`src/rtl/seg_mux_driver.sv`:
```
// rtl/seg_mux_driver.sv - time-multiplexed N-digit 7-segment display driver
module seg_mux_driver #(
    parameter int NUM_DIGITS     = 4,
    parameter int REFRESH_DIV    = 50000,
    parameter int BLANK_CYCLES   = 2,
    parameter bit SEG_ACTIVE_LOW = 1'b0,
    parameter bit AN_ACTIVE_LOW  = 1'b0,
    localparam int IDX_W         = $clog2(NUM_DIGITS),
    localparam int PRE_W         = $clog2(REFRESH_DIV)
) (
    input  logic                    clk,
    input  logic                    rst,
    input  logic [4*NUM_DIGITS-1:0] bcd_in,
    input  logic [NUM_DIGITS-1:0]   dp_in,
    input  logic                    load,
    input  logic                    blank_lz,
    input  logic                    enable,
    output logic [6:0]              seg,
    output logic                    dp,
    output logic [NUM_DIGITS-1:0]   an,
    output logic [IDX_W-1:0]        digit_idx,
    output logic                    frame_done
);

    logic [PRE_W-1:0]        presc, presc_n;
    logic [IDX_W-1:0]        idx_n;
    logic                    wrap, xfer;
    logic [4*NUM_DIGITS-1:0] act_bcd, act_bcd_n, pend_bcd;
    logic [NUM_DIGITS-1:0]   act_dp, act_dp_n, pend_dp;
    logic                    pend_v;
    logic [NUM_DIGITS-1:0]   upper_zero;
    logic [3:0]              cur_digit;
    logic [6:0]              seg_raw;
    logic [NUM_DIGITS-1:0]   an_raw;

    function automatic logic [6:0] decode(input logic [3:0] d);
        case (d)
            4'd0:    decode = 7'b1111110;
            4'd1:    decode = 7'b0110000;
            4'd2:    decode = 7'b1101101;
            4'd3:    decode = 7'b1111001;
            4'd4:    decode = 7'b0110011;
            4'd5:    decode = 7'b1011011;
            4'd6:    decode = 7'b1011111;
            4'd7:    decode = 7'b1110000;
            4'd8:    decode = 7'b1111111;
            4'd9:    decode = 7'b1111011;
            default: decode = 7'b0000001;
        endcase
    endfunction

    // Next-state view: outputs are registered from this so that they line up
    // with the digit_idx/prescaler values visible in the same cycle.
    always_comb begin
        presc_n = presc;
        idx_n   = digit_idx;
        wrap    = 1'b0;
        if (enable) begin
            if (presc == PRE_W'(REFRESH_DIV - 1)) begin
                presc_n = '0;
                wrap    = (digit_idx == IDX_W'(NUM_DIGITS - 1));
                idx_n   = wrap ? '0 : digit_idx + 1'b1;
            end else begin
                presc_n = presc + 1'b1;
            end
        end
        xfer      = wrap && pend_v;
        act_bcd_n = xfer ? pend_bcd : act_bcd;
        act_dp_n  = xfer ? pend_dp : act_dp;
    end

    // upper_zero[i]: digits i..NUM_DIGITS-1 are all zero (invalid codes are non-zero)
    always_comb begin
        upper_zero = '0;
        upper_zero[NUM_DIGITS-1] = (act_bcd_n[4*NUM_DIGITS-1 -: 4] == 4'd0);
        for (int i = NUM_DIGITS - 2; i >= 0; i--) begin
            upper_zero[i] = upper_zero[i+1] && (act_bcd_n[4*i +: 4] == 4'd0);
        end
    end

    always_comb begin
        cur_digit = act_bcd_n[{idx_n, 2'b00} +: 4];
        if (blank_lz && (idx_n != '0) && upper_zero[idx_n])
            seg_raw = 7'b0000000;
        else
            seg_raw = decode(cur_digit);
        if (presc_n < PRE_W'(BLANK_CYCLES))
            an_raw = '0;
        else
            an_raw = NUM_DIGITS'(1) << idx_n;
    end

    always_ff @(posedge clk) begin
        if (rst) begin
            presc     <= '0;
            digit_idx <= '0;
            act_bcd   <= '0;
            act_dp    <= '0;
            pend_bcd  <= '0;
            pend_dp   <= '0;
            pend_v    <= 1'b0;
        end else begin
            presc     <= presc_n;
            digit_idx <= idx_n;
            act_bcd   <= act_bcd_n;
            act_dp    <= act_dp_n;
            // A load in the wrap cycle refills pending after the transfer.
            if (load) begin
                pend_bcd <= bcd_in;
                pend_dp  <= dp_in;
                pend_v   <= 1'b1;
            end else if (xfer) begin
                pend_v   <= 1'b0;
            end
        end
    end

    always_ff @(posedge clk) begin
        if (rst || !enable) begin
            seg        <= {7{SEG_ACTIVE_LOW}};
            dp         <= SEG_ACTIVE_LOW;
            an         <= {NUM_DIGITS{AN_ACTIVE_LOW}};
            frame_done <= 1'b0;
        end else begin
            seg        <= seg_raw ^ {7{SEG_ACTIVE_LOW}};
            dp         <= act_dp_n[idx_n] ^ SEG_ACTIVE_LOW;
            an         <= an_raw ^ {NUM_DIGITS{AN_ACTIVE_LOW}};
            frame_done <= wrap;
        end
    end

endmodule

```
`config.mk`:
```
export PLATFORM = sky130hd
export DESIGN_NAME = seg_mux_driver
export DESIGN_NICKNAME = d
export VERILOG_FILES = /design/src/rtl/seg_mux_driver.sv
export SDC_FILE = /design/constraint.sdc
export NUM_CORES = 1
export LEC_CHECK = 0
export ABC_CLOCK_PERIOD_IN_PS = 3100
export BUFFER_PORTS_ARGS = -buffer_cell sky130_fd_sc_hd__buf_2
export CAP_MARGIN = 10
export CELL_PAD_IN_SITES_DETAIL_PLACEMENT = 0
export CELL_PAD_IN_SITES_GLOBAL_PLACEMENT = 1
export CORE_MARGIN = 10
export CORE_UTILIZATION = 29
export CTS_BUF_LIST = sky130_fd_sc_hd__clkbuf_16
export DETAILED_ROUTE_END_ITERATION = 8
export PLACE_DENSITY = 0.55
export SETUP_SLACK_MARGIN = 0.1
export SLEW_MARGIN = 20
export SYNTH_ARGS = -nofsm -noshare
export SYNTH_HDL_FRONTEND = slang
export SYNTH_SLANG_ARGS = --single-unit
```
`constraint.sdc`:
```
create_clock -name clk -period 3.1 [get_ports clk]
set_clock_uncertainty 0.1 [all_clocks]
set_input_delay 0.93 -clock clk [delete_from_list [all_inputs] [get_ports clk]]
set_output_delay 0.93 -clock clk [all_outputs]
set_load 0.02 [all_outputs]
```
[Word-level counts from Yosys, hierarchy flattened]
Memory sizes are Yosys's and may differ from the RTL's. A register that Yosys moved wholly into a read port is not among the register bits.
Cells that the tools add are included.
Storage, ports and cells
  output and inout bits: 15
  memories kept: 1
  memory bits (read-only): 112
  input port bits: 25
  word-level logic and storage cells: 50
  register bits: 65
Operators by class
  add/subtract/negate cells: 2
  eq/ne operators: 2
  order comparisons: 2
  shifts and indexed selects: 2
  mux-type cells: 15
  reduce and logical (&&, ||, !) cells: 16
Memories
  (no name shown): words 16, bits a word 7, read ports 1, clocked after memory_dff 1, write ports 0, line 37  | case (d)
Operators by type and width (number)
  $mux W16: 3
  $add A16 B1 Y16 const B: 1
  $eq A16 B16 Y1 const B: 1
  $logic_not A4 Y1: 4
  $lt A16 B2 Y1 const B: 1
  $shiftx A16 B5 Y4: 1
  $logic_and A1 B1 Y1: 6
  $mux W1: 6
  $mux W2: 3
  $bmux W1 S2: 2
  $mux W4: 1
  $reduce_bool A2 Y1: 2
  $reduce_or A2 Y1: 2
  $shl A1 B2 Y4 const A: 1
  $lt A2 B3 Y1 const B: 1
  $add A2 B1 Y2 const B: 1
  $eq A2 B2 Y1 const B: 1
  $logic_not A1 Y1: 1
  $logic_or A1 B1 Y1: 1

[Logic depth before layout (Yosys ltp)]
Gate-level depths: netlist (run 1).
  depth in word-level cells: 13
  depth in mapped cells: 13
  gate-level depth less buffers: 11

[Worst setup path before layout (run 1)]
Ideal clock, no wire load.
  path kind: in2reg
  start point: input port enable
  end point: register seg[0]
  path buffers: 1
  arrival: 3062 ps
  stages: 9
  data required time: 2930 ps
  setup time: 70 ps
  path slack: -131 ps
  cell sequence: buf_4 -> nand4_1 -> nor2_4 -> o22ai_4 -> a221oi_2 -> inv_1 -> ha_1 -> mux2_1 -> a21oi_1
On the way
  longest elaborated chain between the ends: 11
  elaborated cells on any way between the ends: 20
  those cells by class: shift (1); mux (5); reduce/logical (14)
Ends and longest elaborated chain
  from (decl): line 17  | input logic enable,
  $mux W1: line 58  | if (enable) begin
  $logic_and A1 B1 Y1: line 67  | xfer = wrap && pend_v;
  $mux W16: line 68  | act_bcd_n = xfer ? pend_bcd : act_bcd;
  $logic_not A4 Y1 (on tied branches): line 75, 77
  $logic_and A1 B1 Y1 (3 in a row): line 77  | upper_zero[i] = upper_zero[i+1] && (act_bcd_n[4*i +: 4] == 4'd0);
  $bmux W1 S2: line 83  | if (blank_lz && (idx_n != '0) && upper_zero[idx_n])
  $mux W1 (implied by the code): line 83
  $logic_and A1 B1 Y1: line 83
  $reduce_or A2 Y1 (no source line)
  to (decl): line 18  | output logic [6:0] seg,
Parallel ways exist; a longest one is shown, timed or not. The select of a mux whose other input is x is not followed.
A chain may end at the register's enable or synchronous reset.

[Final worst setup path (run 1)]
  start point: register presc[0]
  end point: register seg[1]
On the way
  longest elaborated chain between the ends: 13
  elaborated cells on any way between the ends: 21
  those cells by class: eq/ne (1); shift (1); mux (7); reduce/logical (12)
Ends and longest elaborated chain
  from (decl): line 25  | logic [PRE_W-1:0] presc, presc_n;
  from (signal assigned): line 103  | presc <= presc_n;
  $eq A16 B16 Y1 (*): line 59  | if (presc == PRE_W'(REFRESH_DIV - 1)) begin
  $mux W1: line 59
  $mux W1: line 58
  $logic_and A1 B1 Y1: line 67
  $mux W16: line 68
  $logic_not A4 Y1 (on tied branches): line 75, 77
  $logic_and A1 B1 Y1 (3 in a row): line 77
  $bmux W1 S2: line 83
  $mux W1 (implied by the code): line 83
  $logic_and A1 B1 Y1: line 83
  $reduce_or A2 Y1 (no source line)
Every way passes the cells marked *; elsewhere a longest branch is shown, timed or not. The select of a mux whose other input is x is not followed.

==> out/metrics.cfg, run 1 <==
[outcome]
status=finished clean

[route]
dr.first_iter.drc_count=151
vias=3119
drt_first_pass_iters=4
drc=0
drt_wl_total_um=9960
wl_per_cell_um=15.5
vias_per_cell=4.86
ant_nets=0

[placement]
dp_hpwl_um=7590
port_buffers=39
dp_slack_ns=0.0539
place_area_um2=4150
routabilityCongestion=0.843

[power_and_ir_drop]
vdd_drop_max_v=0.000184
power_density_nw_per_um2=476
p_seq_share_pct=46.0
p_int_uw=1620
switching_share_pct=23.4
p_comb_share_pct=5.2
pwr-share-clk_pct=48.8
leakage_uw=0.00173
switching_power_uw=496

[die]
coreArea_um2=12500
die_w_um=133
die_area_um2=17600
rows=41
fp.dieH_um=133
initial_core_util_pct=29.3
ios=40

[yosys]
ys_seq_elements=72
synth_edf_count=0
synth_cell_types=65
async_reset_ff_share_pct=0
ys.warnings.count=0
synth_flop_cell=dfxtp_1
synth.yosys.seq_area_share_pct=39.3
netlist_area_um2=3670
syn_inst=421
synth_area_per_cell_um2=8.72
syn_nets=454

[sta]
max_freq_mhz=369
finalHoldViolCount=0
setup_viol=0
fin_crit_ns=2.71
rsz0062_at_grt=no
layout_setup_ws_ns=0.391
worstMarginPinSlew_ns=0.712
slew_violations=0
fin_tns_setup_ns=0
slew_headroom_pct=52.1
layout_worst_path_cycle_share_pct=87.4

[global_route]
grt.total_usage_pct=11.7
grt-ovfl-total=0
antenna_found_initial=0
grt_pass1_wl_um=16800
grt_pass1_vias=3158
grt_max_degree=41

[cts]
cts_buffers=9
cts_max_level=3
ctsHoldBuffers=0
cts_sinks=72
clk_pin_slew_ns=0.06
clockBufferDepth=2
cts-root-buf=clkbuf_16
post_cts_buffers=0
clk_latency_ns=0.34
cts_tree=yes

[cells_and_area]
num_antenna_cells=0
drive_gt1_share_pct=20.9
area_growth_pct=21.1
layout.nets=498
fill_cells=1356
stdcell_area_um2=4450

[critical_path]
setup.worst_path.start_class=flop
cp_slowest_cell=dfxtp_1
cp-startpoint=presc[0]
endpoint_kind=flop
cp-endpoint=seg[1]
reg2reg_setup_slack_ns=0.39
critical_path_arrival_ns=2.81
path_cells=ha_1, and4_2, nand2_2, buf_4, mux2i_1, o221ai_2, buf_4, ha_1, mux2i_1, o32ai_1
ff2ff_path_depth=10
critPathKind=reg -> reg
cp.required_ns=3.20
r2r_end=seg[1]
worstReg2RegStart=presc[0]
worstPathMaxFanout=7
cp_slowest_stage_delay_ns=0.47

[job]
max_cap_violations=0

[worst_hold_path]
hold_class=reg -> reg
hold_start=pend_bcd[5]

==> final cells by class <==
type                            count  area [um^2]  area share, %
Multi-Input combinational cell    311         2090           47.0
Sequential cell                    72         1440           32.4
Timing Repair Buffer               63          375           8.44
Clock buffer                        9          225           5.07
Tap cell                          172          215           4.84
Clock inverter                      7         70.1           1.58
Inverter                            8         30.0          0.675
==> metrics by stage <==
step                hold slack (ns)  instances  total power (uW)  util (%)
global route                  0.396        642              2210      35.5
CTS                           0.375        642              2150      35.5
floorplan                     0.344        421              1060         -
global placement              0.369        626              1110      33.1
detailed placement            0.370        626              1110      33.1
finish                        0.370        642              2120      35.5
==> power groups by stage <==
stage | registers, uW | logic (uW) | clock network [uW]
final | 973 | 111 | 1030
after global routing | 977 | 125 | 1110
after CTS | 974 | 113 | 1070
after detailed placement | 994 | 113 | 0
after global placement | 994 | 111 | 0
after floorplan | 989 | 71.2 | 0
==> placed cells by master, fill, tap and decap left out, drive strengths merged, types with 10 or more instances in the layout <==
cell type	instances
a21oi	27
buf	63
dfxtp	72
inv	10
mux2i	37
nand2	56
nand3	12
nor2	56
nor3	10
xnor2	10
==> cell usage after synthesis (6+ instances only) <==
| cell type | number | area [um^2] |
|---|---|---|
| nand4_1 | 6 | 37.5 |
| mux2i_1 | 37 | 370 |
| inv_1 | 8 | 30.0 |
| xor2_1 | 9 | 78.8 |
| buf_2 | 9 | 45.0 |
| xnor2_1 | 10 | 87.6 |
| clkbuf_1 | 15 | 56.3 |
| nor2_1 | 55 | 206 |
| nor4_1 | 8 | 50.1 |
| nand3_1 | 11 | 55.1 |
| a21oi_1 | 27 | 135 |
| ha_1 | 8 | 100 |
| dfxtp_1 | 72 | 1440 |
| nand2_1 | 55 | 206 |
| nor3_1 | 10 | 50.1 |
==> critical path: cells and delay by family, from the launching register on <==
| kind | cells | cell delay [ns] |
|---|---|---|
| and+or+nand+nor | 2 | 0.51 |
| adders and majority gates | 2 | 0.49 |
| DFF | 1 | 0.47 |
| buffers and inverters | 2 | 0.37 |
| muxes | 2 | 0.36 |
| AOI/OAI and AO/OA | 2 | 0.27 |
==> repair_timing <==
action	in CTS	in global routing
endpoints found under the setup margin	0	1
gates resized for setup	0	1
endpoints found under the hold margin	0	0
==> metal layers <==
layer | vias up | track usage [%] | wire length (um)
met4 | 0 | 3.85 | 113
li1 | 1582 | - | -
met3 | 9 | 2.88 | 510
met5 | - | 0 | 0
met1 | 1464 | 16.0 | 4920
met2 | 64 | 17.4 | 4420
==> cell families (layout without fill, tap and decap cells) <==
kind of cell | after synthesis | after routing | synth area share [%]
compound gates | 71 | 71 | 14.9
xor+xnor | 19 | 19 | 4.53
fa+ha+maj | 8 | 8 | 2.73
buf+inv | 38 | 87 | 4.60
flops | 72 | 72 | 39.3
mux | 41 | 41 | 11.3
simple gates | 172 | 172 | 22.7
==> flip-flops by register name (all words and copies together) (netlist names) <==
name        cells
an              4
presc          16
pend_v          1
frame_done      1
pend_dp         4
act_dp          4
act_bcd        16
seg             7
dp              1
digit_idx       2
pend_bcd       16
==> how the worst min path moves through the flow <==
| stage | end | slack (ns) | cells past startpoint |
|---|---|---|---|
| floorplan | act_bcd[2] | 0.34 | 2 |
| global placement | act_bcd[12] | 0.37 | 2 |
| detailed placement | act_bcd[6] | 0.37 | 2 |
| CTS | act_bcd[5] | 0.38 | 2 |
| global route | act_bcd[4] | 0.40 | 2 |
| finish | act_bcd[5] | 0.37 | 2 |
Note: power is estimated with default switching activity, not from simulation.
==> run 2, diff against run 1 <==
- CELL_PAD_IN_SITES_DETAIL_PLACEMENT: 0 -> 1
- CELL_PAD_IN_SITES_GLOBAL_PLACEMENT: 1 -> 2
- CTS_BUF_LIST: sky130_fd_sc_hd__clkbuf_16 -> sky130_fd_sc_hd__clkbuf_8
- CTS_CLUSTER_SIZE: default -> 10
- PLACE_DENSITY: 0.55 -> 0.66
==> run 2 against run 1 <==
Compared with the run above:
- sequential share of layout area grew 0.70 points
- core utilization down 0.69 points
- total power shrank 14%
- count of clock-buffer cells in the layout rose by 2
- critical path depth is 2 lower
- die area did not move
- critical endpoint is now seg[0]
- highest routed layer unchanged
==> out/metrics.cfg, run 2 (synthesized netlist as in run 1, its figures left out) <==
[die]
die_w_um=133
initial_core_util_pct=29.3
rows=41
fp.dieH_um=133
coreArea_um2=12500
ios=40
die_area_um2=17600

[sta]
worstMarginPinSlew_ns=0.676
fin_hold_ws_ns=0.374
slew_headroom_pct=54.5
fin_crit_ns=2.81
max_freq_mhz=355
rsz0062_at_grt=no
slew_violations=0
layout_worst_path_cycle_share_pct=90.8
setup_viol=0
finalHoldViolCount=0
layout_setup_ws_ns=0.286

[cts]
clk_latency_ns=0.36
clockBufferDepth=2
cts_max_level=3
cts_buffers=9
post_cts_buffers=0
cts_sinks=72
cts-root-buf=clkbuf_8
cts_tree=yes
clk_pin_slew_ns=0.08

[cells_and_area]
top_regs=act_bcd x16, pend_bcd x16, presc x16
final_cell_mix=70 x dfxtp_1, 55 x nor2_1, 55 x nand2_1
multi_input_area_um2=2100
ff_latch_area_um2=1440
layout.nets=499
num_antenna_cells=0
fill_cells=1531
final_util_pct=34.8
stdcell_area_um2=4360
drive_gt1_share_pct=22.3
area_growth_pct=18.7
layout_commonest_cell=dfxtp_1

[route]
drt_first_pass_iters=4
ant_nets=0
wl_per_cell_um=16.7
drt_wl_total_um=10700
dr.first_iter.drc_count=162
vias_per_cell=4.98
drc=0
vias=3202

[job]
max_cap_violations=0

[critical_path]
path_cells=ha_1, mux2i_1, o32a_1, nor3_1, or4_4, a221oi_4, mux2_1, a21oi_1
reg2reg_setup_slack_ns=0.29
critical_path_arrival_ns=3.02
ff2ff_path_depth=8
cp.required_ns=3.30
worstReg2RegStart=digit_idx[1]
critPathKind=reg -> reg
cp_slowest_cell=or4_4
r2r_end=seg[0]
worstPathMaxFanout=12
cp_slowest_stage_delay_ns=0.56
endpoint_kind=flop
setup.worst_path.start_class=flop

[global_route]
grt-ovfl-total=0
grt_max_degree=34
grt_pass1_wl_um=17800
grt_pass1_vias=3323
grt.total_usage_pct=12.5
antenna_found_initial=0

[worst_hold_path]
holdPathStages=2
min_to=act_bcd[15]
hold_class=reg -> reg
hold_start=pend_bcd[15]

[outcome]
status=finished clean

[power_and_ir_drop]
p_total_uw=1810
leakage_uw=0.00168
vdd_drop_max_v=0.000224
power_density_nw_per_um2=415

[placement]
routabilityCongestion=0.863
port_buffers=39
place_area_um2=4160
dp_hpwl_um=8150
dp_slack_ns=-0.0518

## run 2: cell count changes in the layout (fill, tap and decap cells not counted), moves of 2 or more
cell | previous run | this run
clkbuf_8 | 0 | 11
clkbuf_16 | 9 | 0
clkinv_1 | 2 | 0
dfxtp_1 | 72 | 70
dfxtp_2 | 0 | 2
## run 2: layout make-up
| cell class | instances | area share, % |
|---|---|---|
| clock buffers | 11 | 3.47 |
| clock inverters | 5 | 0.918 |
| inverters | 8 | 0.689 |
| multi-input cells | 311 | 48.1 |
| flip-flops and latches | 72 | 33.1 |
| well taps | 172 | 4.94 |
| repair buffers | 64 | 8.78 |
## run 2: critical path: cells and delay by family (launching register included)
family | cells | cell delay, ns
flip-flops | 1 | 0.32
adder cells (fa/ha/maj) | 1 | 0.52
AND/OR/NAND/NOR | 2 | 0.61
multiplexers | 2 | 0.58
AO/OA/AOI/OAI | 3 | 0.61
## run 2: through the flow
stage / setup TNS [ns] / cells
after detailed placement: -0.0672 / 627
after CTS: 0 / 643
after global placement: 0 / 627
after floorplan: 0 / 421
final: 0 / 643
after global routing: 0 / 643
## run 2: how the worst max path moves through the flow
stage	startpoint	endpoint	slack, ns	cells after the start
final	digit_idx[1]	seg[0]	0.29	8
after global routing	digit_idx[1]	seg[3]	0.10	7
after global placement	enable	seg[1]	0.03	9
after floorplan	enable	seg[0]	0.09	9
after CTS	presc[1]	seg[3]	0.23	8
after detailed placement	enable	seg[3]	-0.05	8
## run 2: layer usage
layer | routed length [um] | GRT usage [%]
met5 | 0 | 0
met4 | 186 | 5.26
met3 | 310 | 2.57
met2 | 4740 | 19.0
met1 | 5470 | 16.7
## run 2: what timing repair did
item | 4_1_cts | 5_1_grt
hold buffers | 0 | 0
endpoints found under the setup margin | 0 | 9
resized for setup | 0 | 5
## run 2: report_power, final
| part | switching (uW) | internal (uW) | leakage, uW |
|---|---|---|---|
| Sequential | 24.3 | 949 | 0.000587 |
| Clock | 386 | 338 | 0.0000882 |
| Combinational | 63.3 | 50.6 | 0.00101 |
| Total | 474 | 1340 | 0.00168 |
